==> config.mk <==
export PLATFORM = sky130hd
export DESIGN_NAME = fifo_ptr_ctrl
export DESIGN_NICKNAME = d
export VERILOG_FILES = /design/src/rtl/fifo_ctrl_pkg.sv /design/src/rtl/fifo_ptr_counter.sv /design/src/rtl/fifo_ptr_ctrl.sv
export SDC_FILE = /design/constraint.sdc
export NUM_CORES = 1
export LEC_CHECK = 0
export CAP_MARGIN = 20
export CORE_ASPECT_RATIO = 0.75
export CORE_UTILIZATION = 55
export CTS_BUF_LIST = sky130_fd_sc_hd__clkbuf_8
export DETAILED_ROUTE_END_ITERATION = 16
export GPL_TIMING_DRIVEN = 0
export PLACE_DENSITY = 0.91
export SYNTH_ARGS = -nofsm -noshare
export SYNTH_HDL_FRONTEND = slang
export SYNTH_SLANG_ARGS = --single-unit
==> constraint.sdc <==
create_clock -name clk -period 9.62 [get_ports clk]
set_input_delay 0.962 -clock clk [delete_from_list [all_inputs] [get_ports clk]]
set_output_delay 0.962 -clock clk [all_outputs]
set_load 0.005 [all_outputs]
==> src/rtl/fifo_ctrl_pkg.sv <==
// Shared types for the FIFO pointer/flag controller.
//   state_t        : controller state, 2-bit encoding
//   is_empty_state : true for states in which the FIFO reports empty
package fifo_ctrl_pkg;

  typedef enum logic [1:0] {
    S_EMPTY   = 2'd0,
    S_PARTIAL = 2'd1,
    S_FULL    = 2'd2,
    S_FLUSH   = 2'd3
  } state_t;

  // A flush drains everything, so it reports empty just like S_EMPTY.
  function automatic logic is_empty_state(input state_t s);
    return (s == S_EMPTY) || (s == S_FLUSH);
  endfunction

endpackage

==> src/rtl/fifo_ptr_counter.sv <==
// Wrap-around pointer counter for the FIFO controller.
//   clk   : clock, rising edge
//   rst   : asynchronous active-high reset, ptr -> 0
//   clear : synchronous flush, ptr -> 0 (wins over inc)
//   inc   : advance ptr by one, natural wrap at 2**WIDTH
//   ptr   : current pointer value (registered)
module fifo_ptr_counter #(
  parameter int WIDTH = 4
) (
  input  logic             clk,
  input  logic             rst,
  input  logic             clear,
  input  logic             inc,
  output logic [WIDTH-1:0] ptr
);

  logic [WIDTH-1:0] r_ptr;

  always_ff @(posedge clk or posedge rst) begin
    if (rst) begin
      r_ptr <= '0;
    end else if (clear) begin
      r_ptr <= '0;
    end else if (inc) begin
      r_ptr <= r_ptr + WIDTH'(1);
    end
  end

  assign ptr = r_ptr;

endmodule

==> src/rtl/fifo_ptr_ctrl.sv <==
// Pointer and flag controller for a synchronous FIFO of 2**ADDR_BITS entries.
//   clk, rst      : clock; asynchronous active-high reset
//   clear         : synchronous flush (overrides requests)
//   wr_req/rd_req : producer/consumer requests
//   wr_accept     : combinational write taken; also the array write strobe
//   rd_accept     : combinational read taken
//   wr_addr/rd_addr : registered array addresses (pointer LSBs)
//   count         : registered occupancy 0..depth
//   full/empty    : registered flags
//   overflow_err/underflow_err : one-cycle pulses for rejected requests
module fifo_ptr_ctrl
  import fifo_ctrl_pkg::*;
#(
  parameter int ADDR_BITS = 3
) (
  input  logic                 clk,
  input  logic                 rst,
  input  logic                 clear,
  input  logic                 wr_req,
  input  logic                 rd_req,
  output logic                 wr_accept,
  output logic                 rd_accept,
  output logic [ADDR_BITS-1:0] wr_addr,
  output logic [ADDR_BITS-1:0] rd_addr,
  output logic [ADDR_BITS:0]   count,
  output logic                 full,
  output logic                 empty,
  output logic                 overflow_err,
  output logic                 underflow_err
);

  localparam int PW = ADDR_BITS + 1;
  localparam logic [PW-1:0] LP_DEPTH = {1'b1, {ADDR_BITS{1'b0}}};

  state_t        r_state;
  state_t        w_state_nxt;
  logic [PW-1:0] r_count;
  logic          r_full;
  logic          r_empty;
  logic          r_ovf;
  logic          r_unf;

  logic          w_wr_acc;
  logic          w_rd_acc;
  logic [PW-1:0] w_wr_ptr;
  logic [PW-1:0] w_rd_ptr;
  logic [PW-1:0] w_wr_ptr_nxt;
  logic [PW-1:0] w_rd_ptr_nxt;
  logic [PW-1:0] w_cnt_nxt;

  // Accepts come only from registered flags, so they never loop through count.
  assign w_wr_acc = wr_req & ~r_full & (r_state != S_FLUSH) & ~clear;
  assign w_rd_acc = rd_req & ~r_empty & ~clear;

  fifo_ptr_counter #(.WIDTH(PW)) u_wr_ptr (
    .clk   (clk),
    .rst   (rst),
    .clear (clear),
    .inc   (w_wr_acc),
    .ptr   (w_wr_ptr)
  );

  fifo_ptr_counter #(.WIDTH(PW)) u_rd_ptr (
    .clk   (clk),
    .rst   (rst),
    .clear (clear),
    .inc   (w_rd_acc),
    .ptr   (w_rd_ptr)
  );

  // Occupancy is registered from the post-edge pointer values, so it lines
  // up with wr_addr/rd_addr on the same edge.
  assign w_wr_ptr_nxt = w_wr_ptr + {{ADDR_BITS{1'b0}}, w_wr_acc};
  assign w_rd_ptr_nxt = w_rd_ptr + {{ADDR_BITS{1'b0}}, w_rd_acc};
  assign w_cnt_nxt    = clear ? '0 : (w_wr_ptr_nxt - w_rd_ptr_nxt);

  always_comb begin
    w_state_nxt = r_state;
    if (clear) begin
      w_state_nxt = S_FLUSH;
    end else begin
      case (r_state)
        S_EMPTY: begin
          if (w_wr_acc) begin
            w_state_nxt = (w_cnt_nxt == LP_DEPTH) ? S_FULL : S_PARTIAL;
          end
        end
        S_PARTIAL: begin
          if (w_wr_acc && !w_rd_acc && (w_cnt_nxt == LP_DEPTH)) begin
            w_state_nxt = S_FULL;
          end else if (w_rd_acc && !w_wr_acc && (w_cnt_nxt == '0)) begin
            w_state_nxt = S_EMPTY;
          end
        end
        S_FULL: begin
          if (w_rd_acc) begin
            w_state_nxt = (w_cnt_nxt == '0) ? S_EMPTY : S_PARTIAL;
          end
        end
        S_FLUSH: w_state_nxt = S_EMPTY;
        default: w_state_nxt = S_EMPTY;
      endcase
    end
  end

  always_ff @(posedge clk or posedge rst) begin
    if (rst) begin
      r_state <= S_EMPTY;
      r_count <= '0;
      r_full  <= 1'b0;
      r_empty <= 1'b1;
      r_ovf   <= 1'b0;
      r_unf   <= 1'b0;
    end else begin
      r_state <= w_state_nxt;
      r_count <= w_cnt_nxt;
      r_full  <= (w_state_nxt == S_FULL);
      r_empty <= is_empty_state(w_state_nxt);
      r_ovf   <= wr_req & r_full & ~clear;
      // Requests during a flush are dropped silently.
      r_unf   <= rd_req & r_empty & ~clear & (r_state != S_FLUSH);
    end
  end

  assign wr_accept     = w_wr_acc;
  assign rd_accept     = w_rd_acc;
  assign wr_addr       = w_wr_ptr[ADDR_BITS-1:0];
  assign rd_addr       = w_rd_ptr[ADDR_BITS-1:0];
  assign count         = r_count;
  assign full          = r_full;
  assign empty         = r_empty;
  assign overflow_err  = r_ovf;
  assign underflow_err = r_unf;

endmodule
==> impl_metrics.env <==
export IMPL_outcome="complete, no violations"
export IMPL_rsz0062_at_grt="false"
export IMPL_synth_area_per_cell_um2=10.6
export IMPL_cts_resized=0
export IMPL_gp_congestion=0.825
export IMPL_design_die_area_um2=2130
export IMPL_core_area_um2=1770
export IMPL_power_uw=240
export IMPL_drive_gt1_share_pct=12.8
export IMPL_synth_cell_types=33
export IMPL_fin_ws_ns=4.30
export IMPL_worstMarginPinSlew_ns=0.681
export IMPL_setup_tns_ns=0
export IMPL_drv_slew=0
export IMPL_ys_warn_count=0
export IMPL_grt_max_degree=19
export IMPL_cts_tree="yes"
export IMPL_grt_pass1_vias=735
export IMPL_ir_worst_vdd_mv=0.127
export IMPL_pin_count=21
export IMPL_grt_ovfl_total=0
export IMPL_hold_buffers=0
export IMPL_wirelength_um=2040
export IMPL_post_cts_repair_setup_buffers=0
export IMPL_crit_required_ns=9.80
export IMPL_crit_arrival_ns=5.50
export IMPL_worst_skew_pair_late_latency_ns=0.25
export IMPL_async_flop_share_pct=100
export IMPL_synth_edf_count=0
export IMPL_synth_top_area_cell="dfrtp_1"
export IMPL_hpwlAfterDp_um=1540
export IMPL_n_antenna_cell=0
export IMPL_n_fill_cell=125
export IMPL_netlist_top_cells_area="dfrtp_1 (40%), ha_1 (7.0%), fa_1 (5.6%), nor2_1 (4.6%), buf_4 (4.2%)"
export IMPL_cts_root_buf="clkbuf_8"
export IMPL_fin_crit_sh_pct=55.3
export IMPL_grt_antenna_before_repair=0
export IMPL_syn_nets=115
export IMPL_yosysSeqAreaShare_pct=42.2
export IMPL_clock_tree_buffer_depth=2
export IMPL_leakage_uw=0.000624
export IMPL_critPathKind="input port to register"
export IMPL_die_w_um=52.9
export IMPL_wire_per_inst_um=13.9
export IMPL_grt_pass1_wl_um=3230
export IMPL_io_buffers=20
export IMPL_end_kind="register"
export IMPL_min_period_ns=5.32
export IMPL_clkTransAtPathRegs_ns=0.06
export IMPL_synth_ff_latch_count=18
export IMPL_h_tree_depth=1
export IMPL_clock_skew_ns=0.00271
export IMPL_grt_use_total_pct=22.8
export IMPL_rows=13
export IMPL_antenna_left=0
export IMPL_setup_viol=0
export IMPL_dp_slack_ns=4.01
export IMPL_fmax_ghz=0.188
export IMPL_cp_start_kind="input port"
export IMPL_cts_buffers=3
export IMPL_critPathMaxFanout=10
export IMPL_hold_class="register to register"
export IMPL_syn_inst=101
export IMPL_drc=0
export IMPL_syn_to_final_growth_pct=26.4
export IMPL_firstDrtPassIters=4
export IMPL_via_per_inst=5.17
export IMPL_via_count=760
export IMPL_p_per_area_nw_per_um2=177
export IMPL_synth_top_area_share_pct=39.8
export IMPL_cts_num_sinks=18
export IMPL_slew_headroom_pct=54.6
export IMPL_ys_dominant_reg_cell="dfrtp_1"
export IMPL_final_net_count=140
export IMPL_die_h_um=40.2
export IMPL_start_util_pct=60.3
export IMPL_drtIter0Drc=15
export IMPL_syn_area_um2=1070
export IMPL_hold_viol=0
export IMPL_cap_violations=0
==> through the flow <==
| stage | hold WS [ns] | util, % | area [µm²] | cells |
|---|---|---|---|---|
| 2_1_floorplan | 0.515 | - | 1070 | 101 |
| 3_3_place_gp | 0.539 | 73.2 | 1300 | 143 |
| 3_5_place_dp | 0.543 | 73.2 | 1300 | 143 |
| 4_1_cts | 0.554 | 76.3 | 1350 | 147 |
| 5_1_grt | 0.584 | 76.3 | 1350 | 147 |
| 6_report | 0.552 | 76.3 | 1350 | 147 |
==> report_power, final <==
part | total (µW) | switching [µW] | internal [µW]
logic | 84.9 | 38.4 | 46.5
clock network | 60.2 | 23.8 | 36.3
registers | 94.8 | 8.31 | 86.5
==> cells in the mapped netlist (2+ instances only) <==
cell	number
dfrtp_1	17
nor2_1	13
inv_1	9
nand2_1	7
buf_4	6
ha_1	6
nor2b_1	4
clkbuf_1	3
fa_1	3
nor3_1	3
xnor2_1	3
xor2_1	3
a21oi_1	2
a311o_1	2
nand4_1	2
==> state kept, by name, summed over array words and instances, names as in the netlist <==
signal and count:
full 1, overflow_err 1, underflow_err 1, u_wr_ptr.ptr 4
u_rd_ptr.ptr 4, r_state 2, empty 1, count 4
==> metal layers <==
layer | vias up | track usage (%) | share of wire, %
met1 | 357 | 25.7 | 44
li1 | 375 | - | -
met3 | 7 | 7.58 | 5.2
met5 | - | 0 | 0
met4 | 0 | 9.21 | 1.6
met2 | 21 | 40.8 | 49
==> final timing paths <==
path	end	depth (start not counted)	slack (ns)	startpoint
min in group asynchronous	r_state[0]	2	1.11	rst
max in group asynchronous	underflow_err	2	8.08	rst
min reg2reg	overflow_err	2	0.55	full
min	overflow_err	2	0.55	full
max	empty	16	4.30	clear
max reg2reg	empty	15	5.42	empty
==> cells in the final DEF, fill, tap and decap left out, drive strengths merged <==
cell type      count
xor2               3
a311o              2
clkdlybuf4s50     20
nor2b              4
a2bb2oi            1
a2111oi            1
nand3              1
ha                 6
nand4              2
mux2i              1
dfstp              1
and4b              1
fa                 3
xnor3              1
nand3b             1
nand2b             1
nor2              13
o2111a             1
inv                9
xnor2              5
or3                1
nor4b              1
buf                7
and3b              1
a21oi              2
nor3               3
nand2              7
clkbuf             7
dfrtp             17
or2                1
a211oi             1
==> logic make-up (layout without fill, tap and decap cells) <==
logic type      Yosys count  after routing  share of synthesized area (%)
compound gates            8              8                           6.78
xor+xnor                  9              9                           11.2
fa+ha+maj                 9              9                           12.6
buf+inv                  19             43                           8.77
flops                    18             18                           42.2
mux                       1              1                          0.936
simple gates             37             37                           17.4
==> area by class of cell <==
cell class | instances | area, µm² | area share, %
tap | 22 | 27.5 | 2.04
multi-input combinational | 64 | 524 | 38.8
sequential | 18 | 452 | 33.4
timing repair buffer | 20 | 200 | 14.8
clock buffer | 4 | 55.1 | 4.07
buffer | 10 | 60.1 | 4.44
inverter | 9 | 33.8 | 2.50
==> worst max-delay path: stages <==
cell	delay, ns
clkdlybuf4s50_1	0.54
clkbuf_1	0.34
buf_1	0.41
nor2_1	0.18
fa_1	0.44
inv_1	0.08
fa_1	0.42
inv_1	0.08
ha_1	0.18
fa_1	0.19
xnor3_2	0.44
xnor2_2	0.18
o2111a_1	0.26
a2111oi_2	0.41
nor3_1	0.10
ha_1	0.30
Power figures use the tool's default switching activity.
